<file path="config.mk">
export PLATFORM = sky130hd
export DESIGN_NAME = elevator_scan_ctrl
export DESIGN_NICKNAME = d
export VERILOG_FILES = /design/src/rtl/elevator_pkg.sv /design/src/rtl/elevator_phase_timer.sv /design/src/rtl/elevator_scan_ctrl.sv
export SDC_FILE = /design/constraint.sdc
export NUM_CORES = 1
export LEC_CHECK = 0
export CAP_MARGIN = 20
export CORE_MARGIN = 3
export CORE_UTILIZATION = 60
export CTS_CLUSTER_DIAMETER = 60
export CTS_CLUSTER_SIZE = 16
export DETAILED_ROUTE_END_ITERATION = 7
export PLACE_DENSITY_LB_ADDON = 0.12
export SLEW_MARGIN = 40
export SYNTH_ARGS = -nofsm -noshare
export SYNTH_HDL_FRONTEND = slang
export SYNTH_SLANG_ARGS = --single-unit
export TNS_END_PERCENT = 50
</file>
<file path="constraint.sdc">
create_clock -name clk -period 7.2 [get_ports clk]
set_input_delay 2.16 -clock clk [delete_from_list [all_inputs] [get_ports clk]]
set_output_delay 2.16 -clock clk [all_outputs]
set_load 0.02 [all_outputs]
</file>
<file path="src/rtl/elevator_pkg.sv">
// Shared definitions for the SCAN elevator controller.
// State codes and pending-bitmap search helpers.
package elevator_pkg;

    localparam int STATE_W    = 2;
    localparam int MAX_FLOORS = 16;

    localparam logic [STATE_W-1:0] ST_IDLE      = 2'd0;
    localparam logic [STATE_W-1:0] ST_DOOR_OPEN = 2'd1;
    localparam logic [STATE_W-1:0] ST_MOVE_UP   = 2'd2;
    localparam logic [STATE_W-1:0] ST_MOVE_DOWN = 2'd3;

    function automatic logic [MAX_FLOORS-1:0] onehot(input int unsigned f);
        return MAX_FLOORS'(1) << f;
    endfunction

    function automatic logic any_above(
        input logic [MAX_FLOORS-1:0] p,
        input int unsigned           f
    );
        return |(p >> (f + 1));
    endfunction

    function automatic logic any_below(
        input logic [MAX_FLOORS-1:0] p,
        input int unsigned           f
    );
        logic [MAX_FLOORS-1:0] mask;
        mask = (MAX_FLOORS'(1) << f) - MAX_FLOORS'(1);
        return |(p & mask);
    endfunction

endpackage

</file>
<file path="src/rtl/elevator_phase_timer.sv">
// Phase counter: counts 0..last_i while enabled, wraps at terminal count.
// Held at zero when disabled or cleared.
module elevator_phase_timer #(
    parameter int CNT_W = 24
) (
    input  logic             clk,
    input  logic             reset,
    input  logic             en_i,
    input  logic             clr_i,
    input  logic [CNT_W-1:0] last_i,
    output logic             tc_o
);

    logic [CNT_W-1:0] cnt_q;

    assign tc_o = en_i && (cnt_q == last_i);

    always_ff @(posedge clk or posedge reset) begin
        if (reset) begin
            cnt_q <= '0;
        end else if (clr_i || !en_i || tc_o) begin
            cnt_q <= '0;
        end else begin
            cnt_q <= cnt_q + CNT_W'(1);
        end
    end

endmodule

</file>
<file path="src/rtl/elevator_scan_ctrl.sv">
// Multi-request SCAN elevator controller with timed door phase.
// Calls latch into a pending bitmap; served in travel direction first.
module elevator_scan_ctrl
    import elevator_pkg::*;
#(
    parameter int NUM_FLOORS  = 8,
    parameter int FLOOR_W     = 4,
    parameter int STEP_CYCLES = 10000000,
    parameter int DOOR_CYCLES = 20000000
) (
    input  logic                  clk,
    input  logic                  reset,
    input  logic                  req_valid,
    input  logic [FLOOR_W-1:0]    req_floor,
    output logic [NUM_FLOORS-1:0] pending,
    output logic [FLOOR_W-1:0]    current_floor,
    output logic [STATE_W-1:0]    state,
    output logic                  door_open,
    output logic                  dir_up
);

    localparam int MAXC  = (STEP_CYCLES > DOOR_CYCLES) ? STEP_CYCLES : DOOR_CYCLES;
    localparam int CNT_W = $clog2(MAXC);

    logic [STATE_W-1:0]    state_q, state_d;
    logic [FLOOR_W-1:0]    floor_q, floor_d;
    logic [NUM_FLOORS-1:0] pend_q, pend_d;
    logic                  dir_q, dir_d;

    logic [MAX_FLOORS-1:0] pend_ext, set_mask, clr_mask;
    logic [FLOOR_W-1:0]    floor_up, floor_dn;
    logic                  hit_cur, hit_up, hit_dn, above, below;
    logic [STATE_W-1:0]    dec_state;
    logic                  dec_dir;
    logic                  tmr_tc, tmr_en, tmr_clr;
    logic [CNT_W-1:0]      tmr_last;

    assign pend_ext = MAX_FLOORS'(pend_q);
    assign floor_up = floor_q + FLOOR_W'(1);
    assign floor_dn = floor_q - FLOOR_W'(1);
    assign hit_cur  = |(pend_ext & onehot(32'(floor_q)));
    assign hit_up   = |(pend_ext & onehot(32'(floor_up)));
    assign hit_dn   = |(pend_ext & onehot(32'(floor_dn)));
    assign above    = any_above(pend_ext, 32'(floor_q));
    assign below    = any_below(pend_ext, 32'(floor_q));

    assign set_mask = (req_valid && (32'(req_floor) < NUM_FLOORS))
                    ? onehot(32'(req_floor)) : '0;

    // SCAN decision on registered state
    always_comb begin
        dec_state = ST_IDLE;
        dec_dir   = dir_q;
        if (hit_cur) begin
            dec_state = ST_DOOR_OPEN;
        end else if (above && (dir_q || !below)) begin
            dec_state = ST_MOVE_UP;
            dec_dir   = 1'b1;
        end else if (below) begin
            dec_state = ST_MOVE_DOWN;
            dec_dir   = 1'b0;
        end
    end

    always_comb begin
        state_d  = state_q;
        floor_d  = floor_q;
        dir_d    = dir_q;
        clr_mask = '0;
        case (state_q)
            ST_IDLE: begin
                state_d  = dec_state;
                dir_d    = dec_dir;
                clr_mask = hit_cur ? onehot(32'(floor_q)) : '0;
            end
            ST_DOOR_OPEN: begin
                if (tmr_tc) begin
                    state_d  = dec_state;
                    dir_d    = dec_dir;
                    clr_mask = hit_cur ? onehot(32'(floor_q)) : '0;
                end
            end
            ST_MOVE_UP: begin
                if (tmr_tc) begin
                    floor_d = floor_up;
                    if (hit_up) begin
                        state_d  = ST_DOOR_OPEN;
                        clr_mask = onehot(32'(floor_up));
                    end
                end
            end
            default: begin
                if (tmr_tc) begin
                    floor_d = floor_dn;
                    if (hit_dn) begin
                        state_d  = ST_DOOR_OPEN;
                        clr_mask = onehot(32'(floor_dn));
                    end
                end
            end
        endcase
        // a clear beats a same-edge set: the opening door serves that call
        pend_d = NUM_FLOORS'((pend_ext | set_mask) & ~clr_mask);
    end

    assign tmr_en   = (state_q != ST_IDLE);
    assign tmr_clr  = (state_d != state_q);
    assign tmr_last = (state_q == ST_DOOR_OPEN) ? CNT_W'(DOOR_CYCLES - 1)
                                                : CNT_W'(STEP_CYCLES - 1);

    elevator_phase_timer #(
        .CNT_W(CNT_W)
    ) u_timer (
        .clk   (clk),
        .reset (reset),
        .en_i  (tmr_en),
        .clr_i (tmr_clr),
        .last_i(tmr_last),
        .tc_o  (tmr_tc)
    );

    always_ff @(posedge clk or posedge reset) begin
        if (reset) begin
            state_q <= ST_IDLE;
            floor_q <= '0;
            pend_q  <= '0;
            dir_q   <= 1'b1;
        end else begin
            state_q <= state_d;
            floor_q <= floor_d;
            pend_q  <= pend_d;
            dir_q   <= dir_d;
        end
    end

`ifndef SYNTHESIS
    always @(posedge clk) begin
        if (!reset && tmr_tc) begin
            assert (!(state_q == ST_MOVE_UP &&
                      floor_q == FLOOR_W'(NUM_FLOORS - 1)))
                else $error("car stepped above top floor");
            assert (!(state_q == ST_MOVE_DOWN && floor_q == '0))
                else $error("car stepped below floor 0");
        end
    end
`endif

    assign pending       = pend_q;
    assign current_floor = floor_q;
    assign state         = state_q;
    assign dir_up        = dir_q;
    assign door_open     = (state_q == ST_DOOR_OPEN);

endmodule
</file>
==> metrics.md, run 1 <==
| Metric | Value |
|---|---|
| Status | finished clean |
| Flop2flop setup slack | 3.96 ns |
| DRC Markers | 0 |
| Final Setup Violations | 0 |
| Cts bufs inserted | 5 |
| WL/cell | 17.52 um |
| R2R Path End | pending[6]$_DFF_PP0_ |
| Worst Max-Slew Pin Slew | 0.7244 ns |
| Fmax | 0.2426 GHz |
| Final setup TNS | 0 ns |
| Via count | 2564 |
| Clock Pin Slew Worst Setup and Hold Paths | 0.09 ns |
| Dpl hpwl | 4.653 mm |
| Post-synth cell types | 56 |
| CP arrival | 1.96 ns |
| Skew-Pair Late Insertion Delay | 0.30 ns |
| Hold Slack | 0.5090 ns |
| Post-CTS sizing | 0 |
| Skew final | 0.009392 ns |
| DRT Pass-1 Iters | 5 |
| GP Congestion | 0.8684 |
| Final worst setup slack | 3.078 ns |
| First-pass GRT wire length | 10.90 mm |
| Synth top cells by count | 42 x nor2_1, 39 x dfrtp_1, 20 x xor2_1 |
| Sequential share of the synthesized area | 35.85% |
| Sw frac | 32.24% |
| Clock sinks | 40 |
| Synth Flop Type | dfrtp_1 |
| Yosys warns | 0 |
| Final Cell Area | 3144 um2 |
| Worst r2r src | current_floor[0]$_DFFE_PP0P_ |
| Starting density of the core | 63.32% |
| GR Overflow Total | 0 |
| Placed cell area | 3023 um2 |
| Width of the chip | 74.26 um |
| Startpoint class of the critical path | flop |
| Row count | 24 |
| Ranking of synthesized cells by area | dfrtp_1 35%, xor2_1 6.3%, nor2_1 5.6% |
| Power share of the combinational group | 20.6% |
| Mapped Avg Cell Area | 8.708 um2 |
| CORE AREA | 4414 um2 |
| Clk buf depth | 2 |
| # H-tree levels | 2 |
| Part of the cycle the worst path needs | 57.25% |
| Total Wirelength | 6.761 mm |
| Fin. Hold Viols | 0 |
| Syn Inst Count | 321 |
| Worst slack, placed | 3.461 ns |
| Crit Path Category | flop to output port |
| Max-Cap Viols | 0 |
| DR vias/cell | 6.642 |
| Yosys reg bits | 40 |
| Hold Crit Start | u_timer.cnt_q[0]$_DFF_PP0_ |
| Post-DRT Antenna Nets | 0 |
| Leakage power | 1.324 nW |
| Reg2Reg Depth | 8 |
| Critical path peak fanout | 14 |
| Sequential power share | 49.0% |
| Synth Cell Area | 2795 um2 |
| Hold Crit Depth | 1 |
| Worst hold-check path type | flop to flop |
| Unrepaired setup endpoints after global routing | no |
| Syn nets | 337 |
| Tot GR Track Use | 25.83% |
| Pint | 0.4258 mW |
| Critical path capture point type | output port |
| Required @ worst endpoint | 5.04 ns |
| Setup bufs post-CTS | 0 |
| Fraction of layout cells with a size suffix above 1 | 6.287% |
| Psw | 0.2026 mW |
| Initial antenna violation count | 0 |
| Hold-fix buffers at CTS | 0 |
| Clock share of power | 30.4% |
| Nets@finish | 349 |
| Largest net degree at the start of global routing | 41 |
| CTS tree | built |
| Cell Pwr Density | 199.9 nW/um2 |
| Ys async rst share | 100.0% |
| Synthesis-to-finish area growth | 12.49% |
| Min Tclk post-route | 4.122 ns |
| Vias in the first global route | 2244 |
| DR iter-0 viols | 241 |
| Clk Tree Root Cell | clkbuf_8 |
| Hold Path End | u_timer.cnt_q[0]$_DFF_PP0_ |
| Ant diodes | 0 |
| Chip Height | 74.26 um |
| Largest area contributor in the netlist | dfrtp_1 |
| Synth top area share | 34.91% |
| Slew Limit Fails | 0 |
| Top-count cell post-synth | nor2_1 |
| Port bufs | 22 |
| Post-synth EDFFs | 0 |
| # IOs | 23 |
| Max-slew headroom | 51.48% |
| Setup crit start | state[0]$_DFF_PP0_ |
| VDD IR max | 0.0001395 V |
| Die ar. | 5514 um2 |
==> state kept, by name, indices dropped and copies added, names as in the netlist <==
| register | cells |
|---|---|
| u_timer.cnt_q | 25 |
| pending | 8 |
| current_floor | 4 |
| state | 2 |
| dir_up | 1 |
==> per-layer routing <==
metal	vias to the layer above	global-route usage, %	share of wire (%)
li1	1201	-	-
met1	1255	38.76	47
met2	101	38.29	45
met3	7	5.811	6.7
met4	0	5.929	0.83
met5	-	0	0
==> worst max-delay path, cell delays in order (launching register included) <==
cell and delay (ns):
dfrtp_1 0.68, nand2b_1 0.20, inv_1 0.15, clkdlybuf4s50_1 0.62
==> cells in the final DEF (no fill, tap or decap), types with 10 or more instances in the layout <==
cell type / n
a21oi_1: 10
clkdlybuf4s50_1: 22
dfrtp_1: 39
inv_1: 14
nand2_1: 17
nand3_1: 14
nor2_1: 42
xnor2_1: 11
xor2_1: 20
==> layout make-up <==
cell class / count / area, um2
Clock buffer: 5 / 68.82
Sequential cell: 40 / 1002
Clock inverter: 3 / 46.29
Timing Repair Buffer: 23 / 227.7
Fill cell: 359 / 1270
Multi-Input combinational cell: 249 / 1682
Tap cell: 52 / 65.06
Inverter: 14 / 52.55
==> worst max-delay path by stage <==
stage           endpoint  slack (ns)  depth (start not counted)
6_report       door_open        3.08                          3
5_1_grt        door_open        2.98                          3
4_1_cts        door_open        3.11                          3
3_5_place_dp   door_open        3.46                          3
3_3_place_gp   door_open        3.54                          3
2_1_floorplan  door_open        4.01                          3
==> through the flow <==
step	util (%)	cells	power (mW)
final	71.23	386	0.6284
after CTS	71.09	386	0.6325
after detailed placement	68.48	378	0.4400
after global placement	68.31	378	0.4357
after global routing	71.23	386	0.6610
after floorplan	-	321	0.3884
==> power by group through the flow <==
| stage | sequential, mW | combinational, mW | clock [mW] |
|---|---|---|---|
| after floorplan | 0.303 | 0.0849 | 0 |
| after global placement | 0.311 | 0.125 | 0 |
| after detailed placement | 0.311 | 0.129 | 0 |
| after CTS | 0.306 | 0.130 | 0.196 |
| after global routing | 0.313 | 0.144 | 0.204 |
| final | 0.308 | 0.129 | 0.191 |
==> logic make-up (layout without fill, tap and decap cells) <==
family,after synthesis,count (layout),synth area share [%]
xor+xnor,31,31,9.714
buf+inv,32,45,4.476
fa+ha+maj,9,9,4.029
simple gates,131,131,24.98
flops,40,40,35.86
compound gates,73,73,19.07
mux,5,5,1.880
No activity file was read; power rests on OpenSTA's default activity.
==> inputs of run 2 (changes only) <==
--- a/config.mk
+++ b/config.mk
@@ -7,7 +7,7 @@
 export LEC_CHECK = 0
 export CAP_MARGIN = 20
 export CORE_MARGIN = 3
-export CORE_UTILIZATION = 60
+export CORE_UTILIZATION = 58
 export CTS_CLUSTER_DIAMETER = 60
 export CTS_CLUSTER_SIZE = 16
 export DETAILED_ROUTE_END_ITERATION = 7
==> constraint.sdc (replaced) <==
create_clock -name clk -period 3.8 [get_ports clk]
set_input_delay 1.14 -clock clk [delete_from_list [all_inputs] [get_ports clk]]
set_output_delay 1.14 -clock clk [all_outputs]
set_load 0.02 [all_outputs]
==> run 2 against run 1 <==
  * First-iteration DRC count rose by 7.1%
  * Clock power rose by 98%
  * Die area rose by 3.2%
  * Sequential share of layout area fell by 0.14 points
  * Setup slack got worse by 2.4 ns
  * Via count did not move
  * Power rose by 94%
  * Hold slack improved by 0.021 ns
  * Design area rose by 0.44%
  * Critical path depth rose by 5
  * Highest routed layer unchanged
  * Critical endpoint is now pending[6]$_DFF_PP0_
==> metrics.md, run 2 (same netlist as run 1, synthesis figures left out) <==
| Metric | Value |
|---|---|
| DRT Pass-1 Iters | 5 (unchanged) |
| GR Overflow Total | 0 (unchanged) |
| Util after Layout | 70.11% (-1.1 points) |
| Max-Cap Viols | 0 (unchanged) |
| Placed cell area | 3030 um2 (+0.25%) |
| Buffers & Inverters on Critical Path | 1 (-1) |
| Fin. Hold Viols | 0 (unchanged) |
| Post-DRT Antenna Nets | 0 (unchanged) |
| Total Wirelength | 6.932 mm (+2.5%) |
| Min Tclk post-route | 3.167 ns |
| Row count | 24 (unchanged) |
| Leakage power | 1.335 nW (+0.90%) |
| Synthesis-to-finish area growth | 12.98% |
| Setup bufs post-CTS | 0 (unchanged) |
| Starting density of the core | 62.06% (-1.3 points) |
| Hold-fix buffers at CTS | 0 (unchanged) |
| Slew Limit Fails | 0 (unchanged) |
| # H-tree levels | 2 (unchanged) |
| Worst Max-Slew Pin Slew | 0.7016 ns (-0.02280 ns) |
| Vias in the first global route | 2389 (+6.5%) |
| Final worst setup slack | 0.6331 ns (-2.445 ns) |
| Flop2flop setup slack | 0.63 ns (-3.33 ns) |
| Part of the cycle the worst path needs | 83.34% |
| Clock sinks | 40 (unchanged) |
| Cts bufs inserted | 5 (unchanged) |
| Commonest non-fill, non-tap cell in the layout | nor2_1 |
| Pint | 0.8266 mW (+94%) |
| Unrepaired setup endpoints after global routing | no |
| Via count | 2564 (unchanged) |
| Worst path cell trace | inv_1 > ha_1 > xnor2_1 > mux2i_1 > nor2b_1 > o311ai_0 > nor3_1 > a2111oi_1 |
| Crit Path Category | flop to flop |
| Clk buf depth | 2 (unchanged) |
| Startpoint class of the critical path | flop |
| WL/cell | 17.91 um (+2.3%) |
| Psw | 0.3916 mW (+93%) |
| Skew-Pair Late Insertion Delay | 0.29 ns (about the same) |
| Hold Path End | u_timer.cnt_q[0]$_DFF_PP0_ |
| Largest net degree at the start of global routing | 37 (-9.8%) |
| Clk Tree Root Cell | clkbuf_8 |
| CORE AREA | 4504 um2 (+2.0%) |
| Tot GR Track Use | 26.46% (+0.63 points) |
| Power share of the combinational group | 21.2% (+0.6 points) |
| Final Cell Area | 3158 um2 (+0.44%) |
| Nets@finish | 350 (+0.29%) |
| R2R Path End | pending[6]$_DFF_PP0_ |
| Skew final | 0.005987 ns (-0.003405 ns) |
| CP top delay family | compound AO/OA/AOI/OAI gates |
| Required @ worst endpoint | 3.98 ns (-1.06 ns) |
| Worst slack, placed | 0.7135 ns (-2.748 ns) |
| Critical Path Stages | 8 (+5) |
| DR iter-0 viols | 258 (+7.1%) |
| Critical path peak fanout | 10 (-4) |
| Slowest CP cell | o311ai_0 |
| Sequential power share | 47.7% (-1.3 points) |
| Final instance count without filler cells | 387 (+0.26%) |
| Post-CTS sizing | 0 (unchanged) |
| Reg2Reg Depth | 8 (unchanged) |
| Final Setup Violations | 0 (unchanged) |
| Commonest cells after routing, fill and taps aside | 42 x nor2_1, 39 x dfrtp_1, 22 x clkdlybuf4s50_1, 20 x xor2_1, 17 x nand2_1 |
| Clock share of power | 31.1% (+0.7 points) |
| Clock Pin Slew Worst Setup and Hold Paths | 0.09 ns (about the same) |
| Hold Slack | 0.5305 ns (+0.02149 ns) |
| Worst r2r src | current_floor[0]$_DFFE_PP0P_ |
| VDD IR max | 0.0004077 V (+190%) |
| Final setup TNS | 0 ns (unchanged) |
| Fraction of layout cells with a size suffix above 1 | 6.567% (+0.28 points) |
| Max-slew headroom | 53.01% (+1.5 points) |
| Max reg flops | 25 (unchanged) |
| Hold Crit Depth | 1 (unchanged) |
| Reg with most FFs | u_timer.cnt_q |
| Die ar. | 5688 um2 (+3.2%) |
| Fmax | 0.3158 GHz |
| Initial antenna violation count | 0 (unchanged) |
| Worst path max stage delay | 0.57 ns (-0.11 ns) |
| CP arrival | 3.35 ns (+1.39 ns) |
| Critical path capture point type | flop |
| Width of the chip | 75.42 um (+1.6%) |
| Dpl hpwl | 4.779 mm (+2.7%) |
| Chip Height | 75.42 um (+1.6%) |
| Status | finished clean |
| DR vias/cell | 6.625 (-0.26%) |
| First-pass GRT wire length | 11.72 mm (+7.5%) |
| Placed cells | 379 (+0.26%) |
| Sw frac | 32.15% (-0.095 points) |
| Hold Crit Start | u_timer.cnt_q[0]$_DFF_PP0_ |
| GP Congestion | 0.9283 (+6.9%) |
| Port bufs | 22 (unchanged) |
| CTS tree | built |
| DRC Markers | 0 (unchanged) |
| Design Power | 1.218 mW (+94%) |
| Cell Pwr Density | 385.8 nW/um2 (+93%) |
| Worst hold-check path type | flop to flop |
| # IOs | 23 (unchanged) |
| Ant diodes | 0 (unchanged) |
[run 2: how the worst max path moves through the flow]
stage / startpoint / endpoint / slack, ns
after global routing: current_floor[0]$_DFFE_PP0P_ / pending[6]$_DFF_PP0_ / 0.27
after CTS: current_floor[0]$_DFFE_PP0P_ / pending[6]$_DFF_PP0_ / 0.66
final: current_floor[0]$_DFFE_PP0P_ / pending[6]$_DFF_PP0_ / 0.63
after floorplan: current_floor[2]$_DFFE_PP0P_ / pending[6]$_DFF_PP0_ / 0.95
after detailed placement: current_floor[0]$_DFFE_PP0P_ / pending[6]$_DFF_PP0_ / 0.71
after global placement: current_floor[0]$_DFFE_PP0P_ / pending[6]$_DFF_PP0_ / 0.85
[run 2: layout make-up]
class,count,area [um2]
Timing Repair Buffer,24,235.2
Clock inverter,2,38.79
Fill cell,367,1346
Tap cell,52,65.06
Sequential cell,40,1002
Clock buffer,6,82.58
Inverter,14,52.55
Multi-Input combinational cell,249,1682
[run 2: per-layer routing]
metal | global-route usage (%) | vias up | wire, um
met4 | 4.660 | 0 | 132
li1 | - | 1206 | -
met2 | 38.16 | 104 | 2969
met1 | 41.38 | 1235 | 3365
met5 | 0 | - | 0
met3 | 5.277 | 19 | 464
[run 2: worst reg2reg max path: stages (launching register included)]
cell	delay (ns)
dfrtp_1	0.54
inv_1	0.17
ha_1	0.28
xnor2_1	0.52
mux2i_1	0.29
nor2b_1	0.07
o311ai_0	0.57
nor3_1	0.21
a2111oi_1	0.40
[run 2: power groups by stage]
stage	Combinational (mW)	Sequential [mW]	Clock, mW
floorplan	0.161	0.575	0
CTS	0.259	0.576	0.379
global route	0.287	0.592	0.399
detailed placement	0.255	0.584	0
global placement	0.252	0.584	0
finish	0.258	0.582	0.379
==> edit, RTL diff (config.mk and constraints of run 1) <==
Add an input register stage for `req_valid` and `req_floor`; this delays them by one clock.
--- a/src/rtl/elevator_scan_ctrl.sv
+++ b/src/rtl/elevator_scan_ctrl.sv
@@ -23,4 +23,12 @@
     localparam int CNT_W = $clog2(MAXC);
 
+    logic req_valid_q;
+    logic [FLOOR_W-1:0] req_floor_q;
+
+    always_ff @(posedge clk) begin
+        req_valid_q <= req_valid;
+        req_floor_q <= req_floor;
+    end
+
     logic [STATE_W-1:0]    state_q, state_d;
     logic [FLOOR_W-1:0]    floor_q, floor_d;
@@ -45,6 +53,6 @@
     assign below    = any_below(pend_ext, 32'(floor_q));
 
-    assign set_mask = (req_valid && (32'(req_floor) < NUM_FLOORS))
-                    ? onehot(32'(req_floor)) : '0;
+    assign set_mask = (req_valid_q && (32'(req_floor_q) < NUM_FLOORS))
+                    ? onehot(32'(req_floor_q)) : '0;
 
     // SCAN decision on registered state
Formal check against the unedited RTL: not equivalent (Yosys sat finds a counterexample within 4 cycles, from zero or initial values and one cycle with reset high).
==> edit against run 1 <==
  * Maximum frequency grew 4.0%
  * Total power rose by 18%
  * Setup slack improved by 160 ps
  * Hold slack got worse by 4.9 ps
  * Area after synthesis increased by 7.5%
  * Sequential cell count up 5
  * Synthesized cell count up 5.6%
  * Routed wire length up 3.8%
  * Cell area is 6.3% higher
==> edit: results (changes against run 1) <==
| Metric | Value |
|---|---|
| Crit path max-delay family | flip-flops |
| DRT iter0 DRCs | 292 (+21%) |
| Async set-or-reset flop fraction in the synthesized netlist | 88.9% (-11 points) |
| Delay of the slowest critical-path stage | 770 ps (+90 ps) |
| Global-route wire length before repair | 12,100 um (+11%) |
| Static leakage | 1.43 nW (+7.9%) |
| Post-Synth Adder-Cell Area | 3.75% (-0.28 points) |
| Proportion of power drawn by flip-flops and latches | 46.8% (-2.2 points) |
| Amount of wire on met3 after detailed routing | 511 um (+13%) |
| HPWL after detailed placement | 4880 um (+4.9%) |
| Wl on met1 | 3210 um (+0.53%) |
| Syn_nets | 355 (+5.3%) |
| Post-placement setup slack | 3600 ps (+143 ps) |
| Final net count | 367 (+5.2%) |
| Endpoint arrival time on the critical path | 1800 ps (-160 ps) |
| Run status | finished, final reports clean |
| Areal power density over the cells | 223 nW/um^2 (+11%) |
| Sequential share of the synthesized area | 36.7% (+0.84 points) |
| GR Layer Usage met1 | 36.8% (-2.0 points) |
| Flop-to-flop setup slack | 3810 ps (-150 ps) |
| Global-route total usage across every layer | 25.1% (-0.77 points) |
| Post-route clock skew | 9.94 ps (+0.547 ps) |
| Wire length reported by the detailed router | 7020 um (+3.8%) |
| Met3 usage in global routing | 4.34% (-1.5 points) |
| Fraction of the mapped netlist area in compound gates | 19.0% (-0.12 points) |
| Wire length on met2 | 3180 um (+3.9%) |
| Post-layout min period | 3960 ps (-157 ps) |
## edit: changes by cell type in the layout (fill, tap and decap cells not counted), sizes merged, moves of 3 or more
cell           run 1  this run
nand2             17        23
dfxtp              0         5
o31ai              2         7
and4               1         5
a211oi             5         2
a21oi             10         7
a31oi              8         5
nand2b             2         5
nand3             14        11
or4                3         0
## edit: path summary, 6_finish.rpt
path	start	end	cells past startpoint
max	current_floor[2]$_DFFE_PP0P_	current_floor[2]	1
min	dir_up$_DFFE_PP1P_	dir_up$_DFFE_PP1P_	2
max reg2reg	current_floor[0]$_DFFE_PP0P_	dir_up$_DFFE_PP1P_	10
min reg2reg	dir_up$_DFFE_PP1P_	dir_up$_DFFE_PP1P_	2
max in group asynchronous	reset	dir_up$_DFFE_PP1P_	3
min in group asynchronous	reset	pending[0]$_DFF_PP0_	3
## edit: area by class of cell
| class | count | area, um^2 |
|---|---|---|
| repair buffers | 24 | 235 |
| clock buffers | 6 | 72.6 |
| flip-flops and latches | 45 | 1100 |
| clock inverters | 2 | 38.8 |
| well taps | 67 | 83.8 |
| fillers | 388 | 1440 |
| inverters | 16 | 60.1 |
| multi-input cells | 259 | 1750 |
## edit: worst register-to-register path, cell delays in order (launching register included)
cell,delay [ps]
sky130_fd_sc_hd__dfrtp_1,570
sky130_fd_sc_hd__inv_1,180
sky130_fd_sc_hd__ha_1,480
sky130_fd_sc_hd__or3b_1,320
sky130_fd_sc_hd__ha_1,250
sky130_fd_sc_hd__nand2b_1,100
sky130_fd_sc_hd__or3_1,320
sky130_fd_sc_hd__a311o_1,350
sky130_fd_sc_hd__a32o_1,290
sky130_fd_sc_hd__or2_2,290
sky130_fd_sc_hd__a22oi_1,160
